## src/rtl/sccpu_dbg_pkg.sv

```systemverilog
// Shared types and constants for the sccomp register-file dump engine.
// The FSM states, header magic, cause codes and snapshot geometry live here.
package sccpu_dbg_pkg;

  typedef enum logic [2:0] {
    ST_IDLE  = 3'd0,
    ST_HDR   = 3'd1,
    ST_PCW   = 3'd2,
    ST_INW   = 3'd3,
    ST_FETCH = 3'd4,
    ST_SEND  = 3'd5,
    ST_DONE  = 3'd6
  } dump_state_e;

  localparam logic [15:0] HDR_MAGIC = 16'hD0D0;

  localparam logic [1:0] CAUSE_BP = 2'b01;
  localparam logic [1:0] CAUSE_WD = 2'b10;

  localparam int DUMP_WORDS  = 35;
  localparam int FIXED_WORDS = 3;
  localparam int RF_SEL_W    = 5;

  // Index of the final register word: 35 words minus header/pc/instr, zero-based.
  localparam logic [RF_SEL_W-1:0] LAST_SEL = RF_SEL_W'(DUMP_WORDS - FIXED_WORDS - 1);

  function automatic logic [31:0] make_header(input logic [1:0] cause);
    return {HDR_MAGIC, 14'b0, cause};
  endfunction

endpackage

```

## src/rtl/rf_dump_engine_if.sv

```systemverilog
// Word-stream handshake carrying the 35-word snapshot out of the dump engine.
// The engine is the master; whoever drains the snapshot is the slave.
interface rf_dump_engine_if;

  logic        out_valid;
  logic        out_ready;
  logic [31:0] out_data;
  logic        out_last;

  modport master (
    output out_valid,
    output out_data,
    output out_last,
    input  out_ready
  );

  modport slave (
    input  out_valid,
    input  out_data,
    input  out_last,
    output out_ready
  );

endinterface

```

## src/rtl/rf_dump_engine.sv

```systemverilog
// Debug initiator for sccomp: on breakpoint or watchdog it halts the CPU and
// streams header, PC, instruction and rf[0..31] over a valid/ready word port.
module rf_dump_engine
  import sccpu_dbg_pkg::*;
#(
  parameter int MAX_CYCLES = 1000
) (
  input  logic                clk,
  input  logic                rstn,
  input  logic [31:0]         pc,
  input  logic [31:0]         instr,
  input  logic                bp_en,
  input  logic [31:0]         bp_addr,
  input  logic                resume,
  output logic [RF_SEL_W-1:0] reg_sel,
  input  logic [31:0]         reg_data,
  output logic                cpu_halt,
  output logic                dump_done,
  rf_dump_engine_if.master    out_if
);

  localparam logic [15:0] WD_LIMIT = 16'(MAX_CYCLES);

  dump_state_e         state_q, state_d;
  logic [15:0]         cyc_q, cyc_d;
  logic [31:0]         pc_q, pc_d;
  logic [31:0]         in_q, in_d;
  logic [1:0]          cause_q, cause_d;
  logic [RF_SEL_W-1:0] sel_q, sel_d;
  logic [31:0]         rdata_q, rdata_d;

  logic        bp_hit;
  logic        wd_hit;
  logic        trigger;
  logic        word_acc;
  logic        valid;
  logic [31:0] data;
  logic        last;

  // Hits are only meaningful while idle; during a dump bp_en/bp_addr are ignored.
  always_comb begin
    bp_hit   = bp_en && (pc == bp_addr);
    wd_hit   = (cyc_q == WD_LIMIT);
    trigger  = (state_q == ST_IDLE) && (bp_hit || wd_hit);
    word_acc = valid && out_if.out_ready;
  end

  always_ff @(posedge clk or negedge rstn) begin
    if (!rstn) begin
      state_q <= ST_IDLE;
    end else begin
      state_q <= state_d;
    end
  end

  always_comb begin
    state_d = state_q;
    unique case (state_q)
      ST_IDLE:  if (trigger) state_d = ST_HDR;
      ST_HDR:   if (word_acc) state_d = ST_PCW;
      ST_PCW:   if (word_acc) state_d = ST_INW;
      ST_INW:   if (word_acc) state_d = ST_FETCH;
      ST_FETCH: state_d = ST_SEND;
      ST_SEND: begin
        if (word_acc) state_d = (sel_q == LAST_SEL) ? ST_DONE : ST_FETCH;
      end
      ST_DONE:  if (resume) state_d = ST_IDLE;
      default:  state_d = ST_IDLE;
    endcase
  end

  always_comb begin
    cyc_d   = cyc_q;
    pc_d    = pc_q;
    in_d    = in_q;
    cause_d = cause_q;
    sel_d   = sel_q;
    rdata_d = rdata_q;

    if (state_q == ST_IDLE && cyc_q != WD_LIMIT) begin
      cyc_d = cyc_q + 16'd1;
    end

    if (trigger) begin
      pc_d    = pc;
      in_d    = instr;
      cause_d = (wd_hit ? CAUSE_WD : 2'b00) | (bp_hit ? CAUSE_BP : 2'b00);
    end

    // rf[0] is architecturally zero, so never trust the read port for it.
    if (state_q == ST_FETCH) begin
      rdata_d = (sel_q == '0) ? 32'd0 : reg_data;
    end

    if (state_q == ST_SEND && word_acc) begin
      sel_d = (sel_q == LAST_SEL) ? '0 : sel_q + RF_SEL_W'(1);
    end

    if (state_q == ST_DONE && resume) begin
      cyc_d   = 16'd0;
      cause_d = 2'b00;
    end
  end

  always_ff @(posedge clk or negedge rstn) begin
    if (!rstn) begin
      cyc_q   <= 16'd0;
      pc_q    <= 32'd0;
      in_q    <= 32'd0;
      cause_q <= 2'b00;
      sel_q   <= '0;
      rdata_q <= 32'd0;
    end else begin
      cyc_q   <= cyc_d;
      pc_q    <= pc_d;
      in_q    <= in_d;
      cause_q <= cause_d;
      sel_q   <= sel_d;
      rdata_q <= rdata_d;
    end
  end

  // Outputs decode only registered state, so they hold steady under backpressure.
  always_comb begin
    valid = 1'b0;
    data  = 32'd0;
    last  = 1'b0;
    unique case (state_q)
      ST_HDR: begin
        valid = 1'b1;
        data  = make_header(cause_q);
      end
      ST_PCW: begin
        valid = 1'b1;
        data  = pc_q;
      end
      ST_INW: begin
        valid = 1'b1;
        data  = in_q;
      end
      ST_SEND: begin
        valid = 1'b1;
        data  = rdata_q;
        last  = (sel_q == LAST_SEL);
      end
      default: begin
        valid = 1'b0;
        data  = 32'd0;
        last  = 1'b0;
      end
    endcase
    cpu_halt  = (state_q != ST_IDLE) || trigger;
    dump_done = (state_q == ST_DONE);
  end

  assign reg_sel          = sel_q;
  assign out_if.out_valid = valid;
  assign out_if.out_data  = data;
  assign out_if.out_last  = last;

endmodule

```

## src/flat_wrapper.sv

```systemverilog
// flat-port wrapper written by rule: the top's interface ports become plain ports
module rf_dump_engine_flat import sccpu_dbg_pkg::*;
#(
  parameter int MAX_CYCLES = 1000
)
  (clk, rstn, pc, instr, bp_en, bp_addr, resume, reg_sel, reg_data, cpu_halt, dump_done, out_if_out_valid, out_if_out_data, out_if_out_last, out_if_out_ready);
  rf_dump_engine_if out_if_i ();
  input  logic clk;
  input  logic rstn;
  input  logic [31:0] pc;
  input  logic [31:0] instr;
  input  logic bp_en;
  input  logic [31:0] bp_addr;
  input  logic resume;
  output logic [RF_SEL_W-1:0] reg_sel;
  input  logic [31:0] reg_data;
  output logic cpu_halt;
  output logic dump_done;
  output wire logic [$bits(out_if_i.out_valid)-1:0] out_if_out_valid;
  output wire logic [$bits(out_if_i.out_data)-1:0] out_if_out_data;
  output wire logic [$bits(out_if_i.out_last)-1:0] out_if_out_last;
  input wire logic [$bits(out_if_i.out_ready)-1:0] out_if_out_ready;
  assign out_if_out_valid = out_if_i.out_valid;
  assign out_if_out_data = out_if_i.out_data;
  assign out_if_out_last = out_if_i.out_last;
  assign out_if_i.out_ready = out_if_out_ready;
  rf_dump_engine #(.MAX_CYCLES(MAX_CYCLES)) u_core (.clk(clk), .rstn(rstn), .pc(pc), .instr(instr), .bp_en(bp_en), .bp_addr(bp_addr), .resume(resume), .reg_sel(reg_sel), .reg_data(reg_data), .cpu_halt(cpu_halt), .dump_done(dump_done), .out_if(out_if_i));
endmodule
```

## config.mk

```make
export PLATFORM = sky130hd
export DESIGN_NAME = rf_dump_engine_flat
export DESIGN_NICKNAME = d
export VERILOG_FILES = /design/src/rtl/sccpu_dbg_pkg.sv /design/src/rtl/rf_dump_engine_if.sv /design/src/rtl/rf_dump_engine.sv /design/src/flat_wrapper.sv
export SDC_FILE = /design/constraint.sdc
export NUM_CORES = 1
export LEC_CHECK = 0
export ABC_AREA = 1
export CORE_ASPECT_RATIO = 0.75
export CORE_MARGIN = 3
export CORE_UTILIZATION = 50
export CTS_CLUSTER_SIZE = 12
export DETAILED_ROUTE_END_ITERATION = 10
export DONT_BUFFER_PORTS = 1
export PLACE_DENSITY = 0.68
export RECOVER_POWER = 50
export SLEW_MARGIN = 25
export SYNTH_ARGS = -nofsm -noshare
export SYNTH_HDL_FRONTEND = slang
export SYNTH_SLANG_ARGS = --single-unit
```

## constraint.sdc

```tcl
create_clock -name clk -period 2.1 [get_ports clk]
set_input_delay 0.525 -clock clk [delete_from_list [all_inputs] [get_ports clk]]
set_output_delay 0.525 -clock clk [all_outputs]
set_load 0.05 [all_outputs]
```

# [After elaboration in Yosys (flattened, before gate mapping)]
# Index checks and enable logic that the tools add are counted.
[op_classes] n_eq_ne=16 n_mux=19 add_sub_neg=2 reduce_logical=15 bitwise_logic=1
[op_table] operator="32-bit one-hot mux with 4 select lines" n=1
[op_table] operator="32-bit equality test" n=1
[op_table] operator="16-bit two-way mux" n=2
[op_table] operator="32-bit two-way mux" n=1
[op_table] operator="3-bit one-hot mux with 7 select lines" n=1
[op_table] operator="3-bit two-way mux" n=6
[op_table] operator="16-bit by 1-bit adder with 16-bit output (second input constant)" n=1
[op_table] operator="16-bit by 10-bit equality test with 1-bit output (second input constant)" n=1
[op_table] operator="16-bit by 10-bit != test with 1-bit output (second input constant)" n=1
[op_table] operator="2-bit by 1-bit != test with 1-bit output (second input constant)" n=5
[op_table] operator="3-bit equality test (second input constant)" n=3
[op_table] operator="2-bit two-way mux" n=4
[op_table] operator="3-bit by 2-bit equality test with 1-bit output (second input constant)" n=2
[op_table] operator="1-bit logical AND" n=6
[op_table] operator="6-bit AND reduction" n=1
[op_table] operator="5-bit by 1-bit adder with 5-bit output (second input constant)" n=1
[op_table] operator="5-bit equality test (second input constant)" n=1
[op_table] operator="5-bit zero test" n=1
[op_table] operator="5-bit two-way mux" n=1
[op_table] operator="2-bit nonzero test" n=2
[op_table] operator="4-bit OR reduction" n=1
[op_table] operator="3-bit by 1-bit equality test with 1-bit output (second input constant)" n=1
[op_table] operator="3-bit zero test" n=1
[op_table] operator="1-bit two-way mux" n=3
[op_table] operator="other kinds (4)" n=5
[word_totals] regBits=122 out_inout_bits=41 input_bits=133 word_cells=60

# [Logic depth before layout (Yosys ltp)]
[depth] ltp_word=6 mapped_depth=13

# [Least setup slack after synthesis]
# OpenSTA, ideal clock, no wires.
[synth_timing] kind="reg2out" startpoint="register u_core.state_q[0]" endpoint="output out_if_out_data[10]" t_required_ns=1.575 t_arrival_ns=1.978 setup_slack_ns=-0.403 path_buffers=3 path_stages_with_launch=10 cell_sequence="dfrtp_1 -> buf_6 -> inv_1 -> nor2_4 -> inv_2 -> nor2_4 -> inv_1 -> buf_2 -> buf_2 -> o211ai_1"
[synth_between] elab_chain_cells=2
[synth_rtl] item="start: declaration" line_no="rf_dump_engine.sv:24" source="dump_state_e state_q, state_d;"
[synth_rtl] item="start signal: assignment" line_no="rf_dump_engine.sv:52" source="state_q <= state_d;"
[synth_rtl] item="3-bit equality test, or another cell as far along" line_no="rf_dump_engine.sv:128" source="unique case (state_q)"
[synth_rtl] item="32-bit one-hot mux with 4 select lines *" line_no="rf_dump_engine.sv:128"
[synth_rtl] item="end: declaration" line_no="flat_wrapper.sv:20" source="output wire logic [$bits(out_if_i.out_data)-1:0] out_if_out_data;"
# Every way passes the cells marked *; elsewhere a longest branch is shown, timed or not.

# [Worst setup path in the final report]
[layout_timing] startpoint="register u_core.state_q[0]" endpoint="output out_if_out_data[29]"
# Same word-level chain as after synthesis.

==> results.py <==
metrics = {
    "outcome": {
        "outcome": "finished with violations",
        "violations": "negative hold slack, negative setup slack",
    },
    "clocking": {
        "h-tree-depth": 4,
        "clock_latency_ns": 0.42,
        "root_buffer": "clkbuf_16",
        "max-clock-path-buffers": 2,
        "cts_tree": "yes",
        "cts.sink_count": 122,
        "path_clk_slew_ns": 0.06,
        "cts_buffers": 17,
    },
    "worst_setup_path": {
        "required_ns": 1.57,
        "critPathArrivalTime_ns": 1.90,
        "slowest_delay_ns": 0.40,
        "cp_common_cell": "inv_4",
        "crit_path_end_kind": "output port",
        "r2r_end": "u_core.cause_q[1]",
        "r2r_start": "u_core.state_q[1]",
        "startpoint_type": "flop",
        "crit_type": "flop to output port",
        "critPathTopFamily": "buffers and inverters",
        "path_cells": "inv_4, nor2_4, inv_4, nor2_4, inv_4, buf_4, o211ai_1, buf_4",
        "r2r_cells": 11,
        "worst_path_max_delay_cell": "dfrtp_1",
        "rrSetupSlack_ns": 0.12,
        "crit_buf_inv": 5,
        "worstPathMaxFanout": 5,
    },
    "grt": {
        "track_usage_pct": 29.2,
        "antenna_found_initial": 0,
        "grt_start_max_net_pins": 123,
        "grt_pass1_vias": 6447,
        "overflow": 0,
        "grt_pass1_wl_mm": 35.0,
    },
    "timing": {
        "setup_viol_count_final": 35,
        "slew_viol_final": 0,
        "max_slew_margin_pct": 60.2,
        "final.period_utilization_pct": 115,
        "worst_pin_slew_ns": 0.591,
        "finClkSkew_ns": 0.00911,
        "fin_ws_ns": -0.320,
        "hold_viol_final": 122,
        "clock.fmax_ghz": 0.413,
        "hold_ws_ns": -0.203,
        "rsz0062_at_grt": "yes",
        "finalCriticalPeriod_ns": 2.42,
    },
    "finish": {
        "design_area_um2": 8960,
        "area_growth_pct": 28.0,
        "diodes": 0,
        "nNetsFinal": 1152,
        "fillers": 1109,
        "drive_above_1_share_pct": 20.6,
    },
    "power": {
        "power.share.combinational_pct": 47.5,
        "p_leak_uw": 0.00444,
        "ir_worst_vdd_v": 0.000584,
        "clkPwrFrac_pct": 26.4,
        "switching_share_pct": 40.9,
        "switching_power_uw": 4800,
        "seqPwrFrac_pct": 26.1,
        "power_density_nw_per_um2": 1310,
        "p_int_uw": 6940,
        "finalPower_uw": 11700,
    },
    "floorplan": {
        "io_pins": 174,
        "fp.dieH_um": 109,
        "die_w_um": 143,
        "core_um2": 13300,
        "rows": 36,
        "start_util_pct": 52.5,
        "die-area_um2": 15500,
    },
    "yosys": {
        "syn-cell-area_um2": 7000,
        "synth_warnings": 0,
        "synth_common_cells": "247 x nand2_1, 182 x nand3_1, 122 x dfrtp_1, 107 x inv_1, 50 x o21ai_0",
        "postSynthAreaPerCell_um2": 7.51,
        "synth_area_leader_cell": "dfrtp_1",
        "ys_types": 39,
        "seq_area_frac_synth_pct": 43.6,
        "netlist_instances": 933,
        "synth_ff_type": "dfrtp_1",
        "synth_nets": 1071,
        "synthTopCellsByArea": "dfrtp_1 44%, nand2_1 13%, nand3_1 13%",
        "synth-seq-cells": 122,
        "yosysMostFrequentCell": "nand2_1",
        "synth-edff-count": 0,
        "async_reset_ff_share_pct": 100,
        "synth_top_area_share_pct": 43.6,
    },
    "routing": {
        "num_vias": 6928,
        "drt_iter0_drc": 856,
        "drt-total-wl_mm": 23.1,
        "via_per_inst": 5.78,
        "drtPass1Iterations": 5,
        "drcViolationCount": 0,
        "wire_per_inst_um": 19.3,
        "final_antenna_net_count": 0,
    },
    "place": {
        "placement.io_buffers": 0,
        "dpl_cell_area_um2": 7780,
        "gp_congestion": 0.971,
        "pre_cts_slack_ns": -0.0726,
        "hpwlAfterDp_mm": 15.8,
    },
    "run": {
        "maxCapViolCount": 0,
    },
    "worst_hold_path": {
        "hold_class": "input pin to asynchronous set/reset pin",
    },
}
[layer usage]
| metal | global-route usage [%] | part of all wire, % | wire length (µm) |
|---|---|---|---|
| met5 | 0 | 0 | 0 |
| met4 | 6.51 | 1.0 | 237 |
| met3 | 9.86 | 13 | 3010 |
| met2 | 40.7 | 43 | 9830 |
| met1 | 43.7 | 43 | 10100 |
[kinds of logic after synthesis]
group                    after synthesis  share of synthesized area (%)
XOR/XNOR                              13                           1.63
AO/OA/AOI/OAI                        104                           9.15
buffers and inverters                158                           10.1
flip-flops                           122                           43.6
adder cells (fa/ha/maj)                5                          0.893
AND/OR/NAND/NOR                      531                           34.6
[cell usage in the layout, fill, tap and decap left out, drive strengths merged]
cell type  Yosys  layout
nand2        255     255
nand3        185     185
dfrtp        122     122
inv          110     114
buf           33     104
o21ai         52      52
nor2          52      52
o211ai        25      25
clkbuf        14      24
nand4         15      15
nor3          13      13
a21oi         10      10
o2111ai        8       8
xor2           7       7
xnor2          6       6
o31ai          5       5
nor4           5       5
ha             5       5
bufinv         0       4
clkinvlp       0       3
clkinv         1       3
or2            2       2
a21boi         1       1
nor3b          1       1
nand3b         1       1
o21bai         1       1
and3           1       1
a21o           1       1
o221ai         1       1
or3            1       1
[through the flow]
| stage | hold WS [ns] | std cells | TNS, ns | util (%) |
|---|---|---|---|---|
| 3_5_place_dp | 0.232 | 1140 | -0.0726 | 58.3 |
| 5_1_grt | -0.228 | 1198 | -11.81 | 67.2 |
| 3_3_place_gp | 0.233 | 1140 | -0.109 | 58.3 |
| 6_report | -0.203 | 1198 | -8.82 | 67.2 |
| 4_1_cts | -0.214 | 1185 | -8.76 | 65.2 |
| 2_1_floorplan | 0.229 | 933 | -6.75 | - |
[power groups by stage]
stage / clock, µW / sequential (µW) / combinational, µW
after CTS: 3130 / 3050 / 4970
after floorplan: 0 / 3160 / 2690
final: 3100 / 3060 / 5580
after global routing: 3240 / 3100 / 5940
after global placement: 0 / 3070 / 4390
after detailed placement: 0 / 3080 / 4430
[worst reg2reg max path, delay by kind of cell (launching register included)]
kind | cells | cell delay (ns)
AO/OA/AOI/OAI | 1 | 0.06
flip-flops | 1 | 0.46
buffers and inverters | 6 | 0.88
AND/OR/NAND/NOR | 4 | 0.43
[registers in the layout, indices dropped and copies added (netlist names)]
register        count
u_core.state_q      3
u_core.cause_q      2
u_core.rdata_q     32
u_core.pc_q        32
u_core.reg_sel      5
u_core.cyc_q       16
u_core.in_q        32
[worst max-delay path by stage]
stage | startpoint | cells after the start | slack, ns | to
floorplan | u_core.state_q[0] | 9 | -0.32 | out_if_out_data[10]
global placement | bp_addr[18] | 6 | -0.11 | cpu_halt
detailed placement | bp_addr[26] | 8 | -0.07 | cpu_halt
CTS | u_core.state_q[2] | 8 | -0.30 | out_if_out_data[19]
global route | u_core.state_q[0] | 8 | -0.41 | out_if_out_data[19]
finish | u_core.state_q[0] | 8 | -0.32 | out_if_out_data[29]
[layout make-up]
type	instances	area [µm²]	share of cell area [%]
Sequential cell	122	3060	34.1
Clock inverter	13	191	2.14
Multi-Input combinational cell	653	3500	39.1
Clock buffer	19	433	4.83
Timing Repair Buffer	109	1140	12.7
Tap cell	171	214	2.39
Inverter	111	427	4.76
[what timing repair did]
item / 4_1_cts / 5_1_grt
setup endpoints to repair: 35 / 42
cloned: 1 / 3
buffers inserted: 12 / 11
hold endpoints to repair: 122 / 122
gates resized for setup: 40 / 33
pin swaps: 12 / 15
Power figures use the tool's default switching activity.
